## config.mk

```make
export PLATFORM = sky130hd
export DESIGN_NAME = axilite_mmio_uart
export DESIGN_NICKNAME = d
export VERILOG_FILES = /design/src/rtl/axilite_mmio_uart.sv
export SDC_FILE = /design/constraint.sdc
export NUM_CORES = 1
export LEC_CHECK = 0
export CORE_MARGIN = 1.5
export CORE_UTILIZATION = 59
export CTS_CLUSTER_SIZE = 25
export DETAILED_ROUTE_END_ITERATION = 10
export HOLD_SLACK_MARGIN = 0.12
export PLACE_DENSITY = 0.95
export SYNTH_ARGS = -nofsm -noshare
export SYNTH_HDL_FRONTEND = slang
export SYNTH_SLANG_ARGS = --single-unit
```

## constraint.sdc

```tcl
create_clock -name uncoreclk -period 6.06 [get_ports uncoreclk]
set_input_delay 1.818 -clock uncoreclk [delete_from_list [all_inputs] [get_ports uncoreclk]]
set_output_delay 1.818 -clock uncoreclk [all_outputs]
set_load 0.005 [all_outputs]
```

## src/rtl/axilite_mmio_uart.sv

```systemverilog
// AXI4-Lite UART-Lite-style register window: RX/TX byte FIFOs, STAT and CTRL registers,
// with valid/ready byte streams toward the console and a level interrupt.
module axilite_mmio_uart #(
   parameter int ADDR_WIDTH = 32,
   parameter int DATA_WIDTH = 32,
   parameter int FIFO_DEPTH = 16
) (
   input  logic                    uncoreclk,
   input  logic                    uncore_rstn,
   input  logic [ADDR_WIDTH-1:0]   s_axi_awaddr,
   input  logic [2:0]              s_axi_awprot,
   input  logic                    s_axi_awvalid,
   output logic                    s_axi_awready,
   input  logic [DATA_WIDTH-1:0]   s_axi_wdata,
   input  logic [DATA_WIDTH/8-1:0] s_axi_wstrb,
   input  logic                    s_axi_wvalid,
   output logic                    s_axi_wready,
   output logic [1:0]              s_axi_bresp,
   output logic                    s_axi_bvalid,
   input  logic                    s_axi_bready,
   input  logic [ADDR_WIDTH-1:0]   s_axi_araddr,
   input  logic [2:0]              s_axi_arprot,
   input  logic                    s_axi_arvalid,
   output logic                    s_axi_arready,
   output logic [DATA_WIDTH-1:0]   s_axi_rdata,
   output logic [1:0]              s_axi_rresp,
   output logic                    s_axi_rvalid,
   input  logic                    s_axi_rready,
   output logic [7:0]              tx_data,
   output logic                    tx_valid,
   input  logic                    tx_ready,
   input  logic [7:0]              rx_data,
   input  logic                    rx_valid,
   output logic                    rx_ready,
   output logic                    intr
);
   localparam int PW = $clog2(FIFO_DEPTH);
   localparam int CW = PW + 1;
   localparam logic [CW-1:0] FULL = CW'(FIFO_DEPTH);

   logic          aw_held, w_held, w_strb0, bvalid, rvalid, err, intr_en;
   logic [1:0]    aw_sel;
   logic [7:0]    w_byte;
   logic [7:0]    tx_mem [FIFO_DEPTH];
   logic [7:0]    rx_mem [FIFO_DEPTH];
   logic [PW-1:0] tx_wr, tx_rd, rx_wr, rx_rd;
   logic [CW-1:0] tx_count, rx_count;

   logic       do_wr, wr_tx, wr_ctrl, tx_push, tx_drop, tx_pop, tx_flush;
   logic       rx_push, rx_pop, rx_flush, tx_full, tx_empty, rx_full, rx_empty;
   logic       ar_hs, rd_rx, rd_stat;
   logic [5:0] stat;
   logic       unused_bits;

   assign unused_bits = ^{s_axi_awprot, s_axi_arprot, s_axi_awaddr, s_axi_araddr,
                          s_axi_wdata, s_axi_wstrb};

   assign tx_full  = (tx_count == FULL);
   assign tx_empty = (tx_count == '0);
   assign rx_full  = (rx_count == FULL);
   assign rx_empty = (rx_count == '0);

   // A write takes effect the cycle after both address and data are held.
   assign do_wr    = aw_held && w_held;
   assign wr_tx    = do_wr && (aw_sel == 2'd1) && w_strb0;
   assign wr_ctrl  = do_wr && (aw_sel == 2'd3) && w_strb0;
   assign tx_push  = wr_tx && !tx_full;
   assign tx_drop  = wr_tx && tx_full;
   assign tx_flush = wr_ctrl && w_byte[0];
   assign rx_flush = wr_ctrl && w_byte[1];
   assign tx_pop   = !tx_empty && tx_ready;

   assign ar_hs   = s_axi_arvalid && !rvalid;
   assign rd_rx   = ar_hs && (s_axi_araddr[3:2] == 2'd0);
   assign rd_stat = ar_hs && (s_axi_araddr[3:2] == 2'd2);
   assign rx_pop  = rd_rx && !rx_empty;
   assign rx_push = rx_valid && !rx_full;

   assign stat = {err, intr_en, tx_full, tx_empty, rx_full, !rx_empty};

   assign s_axi_awready = !aw_held && !bvalid;
   assign s_axi_wready  = !w_held && !bvalid;
   assign s_axi_bvalid  = bvalid;
   assign s_axi_bresp   = 2'b00;
   assign s_axi_arready = !rvalid;
   assign s_axi_rvalid  = rvalid;
   assign s_axi_rresp   = 2'b00;
   assign tx_valid      = !tx_empty;
   assign tx_data       = tx_mem[tx_rd];
   assign rx_ready      = !rx_full;

   always_ff @(posedge uncoreclk) begin
      if (!uncore_rstn) begin
         aw_held     <= 1'b0;
         w_held      <= 1'b0;
         bvalid      <= 1'b0;
         rvalid      <= 1'b0;
         s_axi_rdata <= '0;
         err         <= 1'b0;
         intr_en     <= 1'b0;
         intr        <= 1'b0;
         tx_wr       <= '0;
         tx_rd       <= '0;
         tx_count    <= '0;
         rx_wr       <= '0;
         rx_rd       <= '0;
         rx_count    <= '0;
      end else begin
         if (s_axi_awvalid && s_axi_awready) aw_held <= 1'b1;
         if (s_axi_wvalid && s_axi_wready)   w_held  <= 1'b1;
         if (do_wr) begin
            aw_held <= 1'b0;
            w_held  <= 1'b0;
            bvalid  <= 1'b1;
         end else if (bvalid && s_axi_bready) begin
            bvalid <= 1'b0;
         end

         if (ar_hs) begin
            rvalid <= 1'b1;
            unique case (s_axi_araddr[3:2])
               2'd0:    s_axi_rdata <= rx_empty ? '0 : DATA_WIDTH'(rx_mem[rx_rd]);
               2'd2:    s_axi_rdata <= DATA_WIDTH'(stat);
               default: s_axi_rdata <= '0;
            endcase
         end else if (rvalid && s_axi_rready) begin
            rvalid <= 1'b0;
         end

         // A dropped TX byte wins over the clear-on-read of the same cycle.
         if (tx_drop)      err <= 1'b1;
         else if (rd_stat) err <= 1'b0;
         if (wr_ctrl) intr_en <= w_byte[4];
         intr <= intr_en && (!rx_empty || tx_empty);

         if (tx_flush) begin
            tx_wr    <= '0;
            tx_rd    <= '0;
            tx_count <= '0;
         end else begin
            if (tx_push) tx_wr <= tx_wr + 1'b1;
            if (tx_pop)  tx_rd <= tx_rd + 1'b1;
            if (tx_push && !tx_pop)      tx_count <= tx_count + 1'b1;
            else if (!tx_push && tx_pop) tx_count <= tx_count - 1'b1;
         end

         if (rx_flush) begin
            rx_wr    <= '0;
            rx_rd    <= '0;
            rx_count <= '0;
         end else begin
            if (rx_push) rx_wr <= rx_wr + 1'b1;
            if (rx_pop)  rx_rd <= rx_rd + 1'b1;
            if (rx_push && !rx_pop)      rx_count <= rx_count + 1'b1;
            else if (!rx_push && rx_pop) rx_count <= rx_count - 1'b1;
         end
      end
   end

   // Captured request fields and FIFO storage carry no reset.
   always_ff @(posedge uncoreclk) begin
      if (s_axi_awvalid && s_axi_awready) aw_sel <= s_axi_awaddr[3:2];
      if (s_axi_wvalid && s_axi_wready) begin
         w_byte  <= s_axi_wdata[7:0];
         w_strb0 <= s_axi_wstrb[0];
      end
      if (tx_push) tx_mem[tx_wr] <= w_byte;
      if (rx_push) rx_mem[rx_wr] <= rx_data;
   end
endmodule

```

==> results of run 1 <==
-- per-stage QoR --
step	power (uW)	instances
2_1_floorplan	3070	730
3_3_place_gp	3240	1006
3_5_place_dp	3280	1006
4_1_cts	5030	1062
5_1_grt	5170	1062
6_report	5020	1062
-- synth_stat cells, types with 2 or more instances --
| cell type | n |
|---|---|
| clkbuf_1 | 11 |
| nor4_1 | 4 |
| a22o_1 | 5 |
| inv_1 | 10 |
| buf_2 | 7 |
| fa_1 | 2 |
| nand3_1 | 6 |
| a21boi_0 | 3 |
| nand4_1 | 5 |
| nor4_4 | 2 |
| o21ai_0 | 9 |
| xor2_1 | 10 |
| a21oi_1 | 13 |
| mux4_1 | 32 |
| buf_1 | 5 |
| xnor2_1 | 9 |
| buf_4 | 30 |
| nor2b_1 | 7 |
| a21o_1 | 5 |
| buf_6 | 4 |
| a32o_1 | 3 |
| mux4_2 | 40 |
| a22oi_1 | 11 |
| nor2_1 | 64 |
| nand2_1 | 28 |
| ha_1 | 18 |
| edfxtp_1 | 267 |
| nor3_1 | 8 |
| mux2i_1 | 9 |
| and2_1 | 4 |
| nand2b_1 | 8 |
| or3_1 | 3 |
| dfxtp_1 | 49 |
| o21a_1 | 2 |
-- final cells by class --
type	count	area (um2)	share of cell area
sequential	316	9000	0.627
multi-input combinational	346	3460	0.241
clock buffer	52	905	0.0631
timing repair buffer	59	576	0.0401
tap	275	344	0.0240
inverter	10	37.5	0.00262
clock inverter	4	22.5	0.00157
-- flip-flops by register name, summed over array words and instances (netlist names), named ones only --
name / cells
tx_mem: 128
intr: 1
s_axi_rvalid: 1
w_byte: 8
tx_wr: 4
w_strb0: 1
intr_en: 1
w_held: 1
rx_count: 5
aw_held: 1
rx_rd: 4
tx_count: 5
rx_mem: 128
rx_wr: 4
err: 1
s_axi_rdata: 8
s_axi_bvalid: 1
aw_sel: 2
tx_rd: 4
-- worst max path at each step --
stage / to / from / slack [ns] / depth (start not counted)
after floorplan: rx_count[4] / s_axi_arvalid / 2.12 / 11
after global placement: rx_count[4] / s_axi_arvalid / 1.16 / 12
after detailed placement: rx_count[4] / s_axi_arvalid / 1.11 / 12
after CTS: tx_data[4] / flip-flop / 1.20 / 4
after global routing: tx_data[4] / flip-flop / 1.14 / 4
final: tx_data[4] / flip-flop / 1.22 / 4
-- report_power, final --
part	leakage (uW)	switching [uW]	internal [uW]
sequential	0.00281	96.5	2440
clock	0.000449	756	1010
combinational	0.00142	366	358
total	0.00468	1220	3810
-- cells by family after synthesis --
logic type | share of synthesized area
flops | 0.704
simple gates | 0.0523
mux | 0.143
buf+inv | 0.0331
compound gates | 0.0326
fa+ha+maj | 0.0208
xor+xnor | 0.0130
other cells | 0.000294
-- worst register-to-register path, delay by kind of cell (launching register included) --
family / cells / cell delay [ns]
XOR/XNOR: 1 / 0.12
buffers and inverters: 1 / 0.13
AND/OR/NAND/NOR: 2 / 0.56
AO/OA/AOI/OAI: 4 / 1.18
adder cells (fa/ha/maj): 2 / 0.73
flip-flops: 1 / 0.43
-- per-layer routing --
metal,vias to the layer above,wire length (um),track usage
li1,2850,-,-
met1,3452,9960,0.302
met2,341,15000,0.464
met3,86,1610,0.0348
met4,0,1040,0.0917
met5,-,0,0
==> results.py, run 1 <==
metrics = {
    "status": {
        "outcome": "finished clean",
    },
    "clocking": {
        "postCtsSetupRepairBufs": 0,
        "hold_buffers": 0,
        "cts_buffer_depth": 3,
        "clk_latency_ns": 0.55,
        "cts_resized": 0,
        "cts_htree_levels": 1,
        "cts-buffers-inserted": 30,
        "root_buffer": "clkbuf_16",
        "cts_tree": "built",
        "clkTransAtPathRegs_ns": 0.07,
        "clock_sinks": 316,
    },
    "timing": {
        "fin_crit_sh": 0.798,
        "worst_slew_pin_slew_ns": 1.30,
        "final_hold_viol_count": 0,
        "fmax_ghz": 0.207,
        "setup_tns_ns": 0,
        "fin_ws_ns": 1.22,
        "fin_crit_ns": 4.84,
        "rsz0062_at_grt": "no",
        "finalHoldWorstSlack_ns": 0.516,
        "finalSetupViolCount": 0,
        "finalMaxSlewViolations": 0,
        "finClkSkew_ns": 0.0224,
        "max_slew_margin": 0.125,
    },
    "floorplanning": {
        "die_w_um": 150,
        "start_util": 0.604,
        "die_area_mm2": 0.0225,
        "coreArea_mm2": 0.0212,
        "ios": 175,
        "rows": 53,
        "die_y_um": 150,
    },
    "worst_setup_path": {
        "crit_chain": "buf_4 > mux4_1 > mux4_2 > clkdlybuf4s50_1",
        "worst-path-max-fanout": 32,
        "r2r-end": "tx_count[4]",
        "cp-end-kind": "output port",
        "required_ns": 4.24,
        "worst-path-buf-inv": 2,
        "r2r_slack_ns": 2.83,
        "cpPeakStageDelay_ns": 0.73,
        "path_delay_family": "multiplexers",
        "worstRegToRegCells": 10,
        "timing.rr.start": "aw_held",
        "cp.arrival_ns": 3.02,
        "slowest_stage": "mux4_1",
        "critPathLaunchType": "flip-flop",
        "crit_type": "reg -> out",
    },
    "routing": {
        "num_vias": 6729,
        "first_pass_iters": 5,
        "drc": 0,
        "vias_per_cell": 6.34,
        "wl_per_cell_um": 26.0,
        "routed_wirelength_mm": 27.6,
        "ant_nets": 0,
        "drt_iter0_drc": 643,
    },
    "logic_synthesis": {
        "netlist_area_mm2": 0.0128,
        "synthTopCellsByArea": "edfxtp_1 (63%), dfxtp_1 (7.7%), mux4_2 (7.1%)",
        "synth_top_cell_by_area": "edfxtp_1",
        "syn_avg_cell_area_um2": 18.2,
        "synth_top_area_share": 0.628,
        "ys_types": 44,
        "synth_ff_type": "edfxtp_1",
        "synth-async-reset-ratio": 0,
        "yosys_warnings": 0,
        "ys_ff_latch": 316,
        "synthCells": 703,
        "synth_edf_count": 267,
        "yosysSeqAreaShare": 0.704,
    },
    "worst_hold_path": {
        "min_from": "err",
        "hp-class": "reg -> reg",
        "worstHoldPathCells": 2,
        "min_to": "err",
    },
    "layout": {
        "syn2layout_area_growth_pct": 12.3,
        "antennaDiodeCount": 0,
        "layout_common_cells": "edfxtp_1 (267), nor2_1 (64), clkdlybuf4s50_1 (53)",
        "final_area_mm2": 0.0143,
        "post-route-util": 0.678,
        "mostFrequentLayoutCell": "edfxtp_1",
        "nNetsFinal": 906,
        "fillers": 1232,
        "drive_above_1_share": 0.118,
    },
    "power_and_ir_drop": {
        "ir_drop_uv": 262,
        "power.leakage_uw": 0.00468,
        "power-per-cell-area_mw_per_mm2": 350,
    },
    "place": {
        "numPortBuffers": 53,
        "place_congestion": 0.799,
        "pre_cts_slack_ns": 1.11,
        "hpwlAfterDp_mm": 15.8,
        "place_area_mm2": 0.0134,
    },
    "global_route": {
        "grt_pass1_vias": 6990,
        "track_usage": 0.252,
        "grt_pass1_wl_mm": 41.2,
        "antenna_found_initial": 0,
        "grt_overflow": 0,
        "grt_max_degree": 33,
    },
    "run": {
        "drv_cap": 0,
    },
}
Power figures use the tool's default switching activity.
==> run 2: changes to the inputs <==
Settings changed: CORE_UTILIZATION 59 to 55, PLACE_DENSITY 0.95 to 0.9.
Clock period 6.06 ns to 5.1 ns, I/O delays scaled along.
==> run 2 against run 1 <==
Net effect:
- power grew 18%
- die area grew 7.1%
- sequential cell count is the same
- critical path type unchanged
- largest cell class unchanged
- largest power group unchanged
- highest routed layer unchanged
==> results.py, run 2 (same netlist as run 1, synthesis figures left out) <==
metrics = {
    "status": {
        "outcome": "finished clean",
    },
    "clocking": {
        "cts-buffers-inserted": 29,
        "clkTransAtPathRegs_ns": 0.06,
        "clk_latency_ns": 0.54,
        "cts_tree": "built",
        "cts_buffer_depth": 3,
        "root_buffer": "clkbuf_16",
        "cts_htree_levels": 1,
        "clock_sinks": 316,
        "cts_resized": 0,
        "postCtsSetupRepairBufs": 0,
        "hold_buffers": 0,
    },
    "layout": {
        "nNetsFinal": 910,
        "mostFrequentLayoutCell": "edfxtp_1",
        "fillers": 1501,
        "seq_area_mm2": 0.00900,
        "syn2layout_area_growth_pct": 12.5,
        "reg.largest.list": "rx_mem: 128 flops, tx_mem: 128 flops",
        "final_area_mm2": 0.0144,
        "layout_common_cells": "edfxtp_1 (267), nor2_1 (64), clkdlybuf4s50_1 (53)",
        "antennaDiodeCount": 0,
        "drive_above_1_share": 0.119,
        "multi_input_area_mm2": 0.00346,
    },
    "power_and_ir_drop": {
        "ir_drop_uv": 435,
        "p_int_uw": 4530,
        "power-per-cell-area_mw_per_mm2": 414,
        "p_total_uw": 5950,
        "p_sw_frac": 0.239,
        "power.leakage_uw": 0.00469,
        "p_switching_uw": 1420,
        "pwr-share-seq": 0.506,
        "clkPwrFrac": 0.351,
        "comb_power_share": 0.143,
    },
    "routing": {
        "num_vias": 6402,
        "wl_per_cell_um": 23.1,
        "drc": 0,
        "routed_wirelength_mm": 24.8,
        "first_pass_iters": 4,
        "vias_per_cell": 5.96,
        "ant_nets": 0,
        "drt_iter0_drc": 563,
    },
    "floorplanning": {
        "coreArea_mm2": 0.0227,
        "ios": 175,
        "die_area_mm2": 0.0241,
        "die_w_um": 155,
        "die_y_um": 155,
        "rows": 55,
        "start_util": 0.562,
    },
    "worst_setup_path": {
        "r2r-end": "tx_count[4]",
        "cp-end-kind": "output port",
        "required_ns": 3.57,
        "cp.arrival_ns": 2.99,
        "critPathLaunchType": "flip-flop",
        "worst-path-max-fanout": 32,
        "crit_type": "reg -> out",
        "r2r_slack_ns": 2.04,
        "worstRegToRegCells": 11,
        "timing.rr.start": "tx_count[3]",
    },
    "global_route": {
        "antenna_found_initial": 0,
        "grt_pass1_wl_mm": 37.8,
        "grt_max_degree": 33,
        "track_usage": 0.210,
        "grt_pass1_vias": 6632,
        "grt_overflow": 0,
    },
    "place": {
        "place_congestion": 0.778,
        "hpwlAfterDp_mm": 15.5,
        "place_area_mm2": 0.0135,
        "numPortBuffers": 53,
    },
    "worst_hold_path": {
        "min_to": "intr",
        "hp-class": "reg -> reg",
        "worstHoldPathCells": 2,
        "min_from": "intr_en",
    },
    "timing": {
        "setup_tns_ns": 0,
        "fmax_ghz": 0.221,
        "finalMaxSlewViolations": 0,
        "rsz0062_at_grt": "no",
        "finalSetupViolCount": 0,
        "final_hold_viol_count": 0,
        "fin_crit_sh": 0.886,
        "worst_slew_pin_slew_ns": 1.09,
        "fin_crit_ns": 4.52,
        "finClkSkew_ns": 0.00828,
        "max_slew_margin": 0.273,
    },
    "run": {
        "drv_cap": 0,
    },
}
## run 2: cell count changes in the layout (fill, tap and decap cells not counted), sizes merged
cell | before | now
clkbuf | 52 | 40
buf | 6 | 11
clkinv | 3 | 7
bufinv | 0 | 3
clkinvlp | 1 | 2
inv | 10 | 11
## run 2: final cells by class
type                            instances  share of cell area
Clock inverter                         13             0.00984
Multi-Input combinational cell        346               0.241
Inverter                               10             0.00261
Clock buffer                           40              0.0534
Tap cell                              285              0.0248
Sequential cell                       316               0.626
Timing Repair Buffer                   64              0.0427
## run 2: critical path: stages, from the launching register on
cell	delay [ns]
dfxtp_1	0.31
buf_4	0.44
mux4_1	0.69
mux4_2	0.52
clkdlybuf4s50_1	0.47
## run 2: routing by layer
layer / vias to the layer above / wire length (um) / global-route usage
met1: 3259 / 9570 / 0.264
li1: 2846 / - / -
met5: - / 0 / 0
met2: 248 / 13200 / 0.377
met4: 0 / 663 / 0.0649
met3: 49 / 1380 / 0.0318
## run 2: power by group through the flow
stage / clock, uW / sequential (uW) / combinational, uW
finish: 2090 / 3010 / 852
floorplan: 0 / 3030 / 618
detailed placement: 0 / 3060 / 842
global placement: 0 / 3050 / 810
global route: 2190 / 3020 / 918
CTS: 2100 / 3010 / 853
## run 2: how the worst max path moves through the flow
| stage | startpoint | cells past startpoint | end | slack (ns) |
|---|---|---|---|---|
| after detailed placement | s_axi_arvalid | 12 | rx_count[4] | 0.71 |
| after global placement | s_axi_arvalid | 12 | rx_count[4] | 0.76 |
| after floorplan | s_axi_arvalid | 11 | rx_count[4] | 1.44 |
| after global routing | flip-flop | 4 | tx_data[4] | 0.51 |
| after CTS | flip-flop | 4 | tx_data[4] | 0.55 |
| final | flip-flop | 4 | tx_data[4] | 0.58 |
## run 2: through the flow
step / util / std cells / setup WS [ns] / hold slack [ns]
after global placement: 0.593 / 1021 / 0.760 / 0.448
after detailed placement: 0.593 / 1021 / 0.712 / 0.446
after global routing: 0.633 / 1074 / 0.508 / 0.498
after floorplan: - / 730 / 1.44 / 0.421
after CTS: 0.633 / 1074 / 0.551 / 0.464
final: 0.633 / 1074 / 0.580 / 0.466
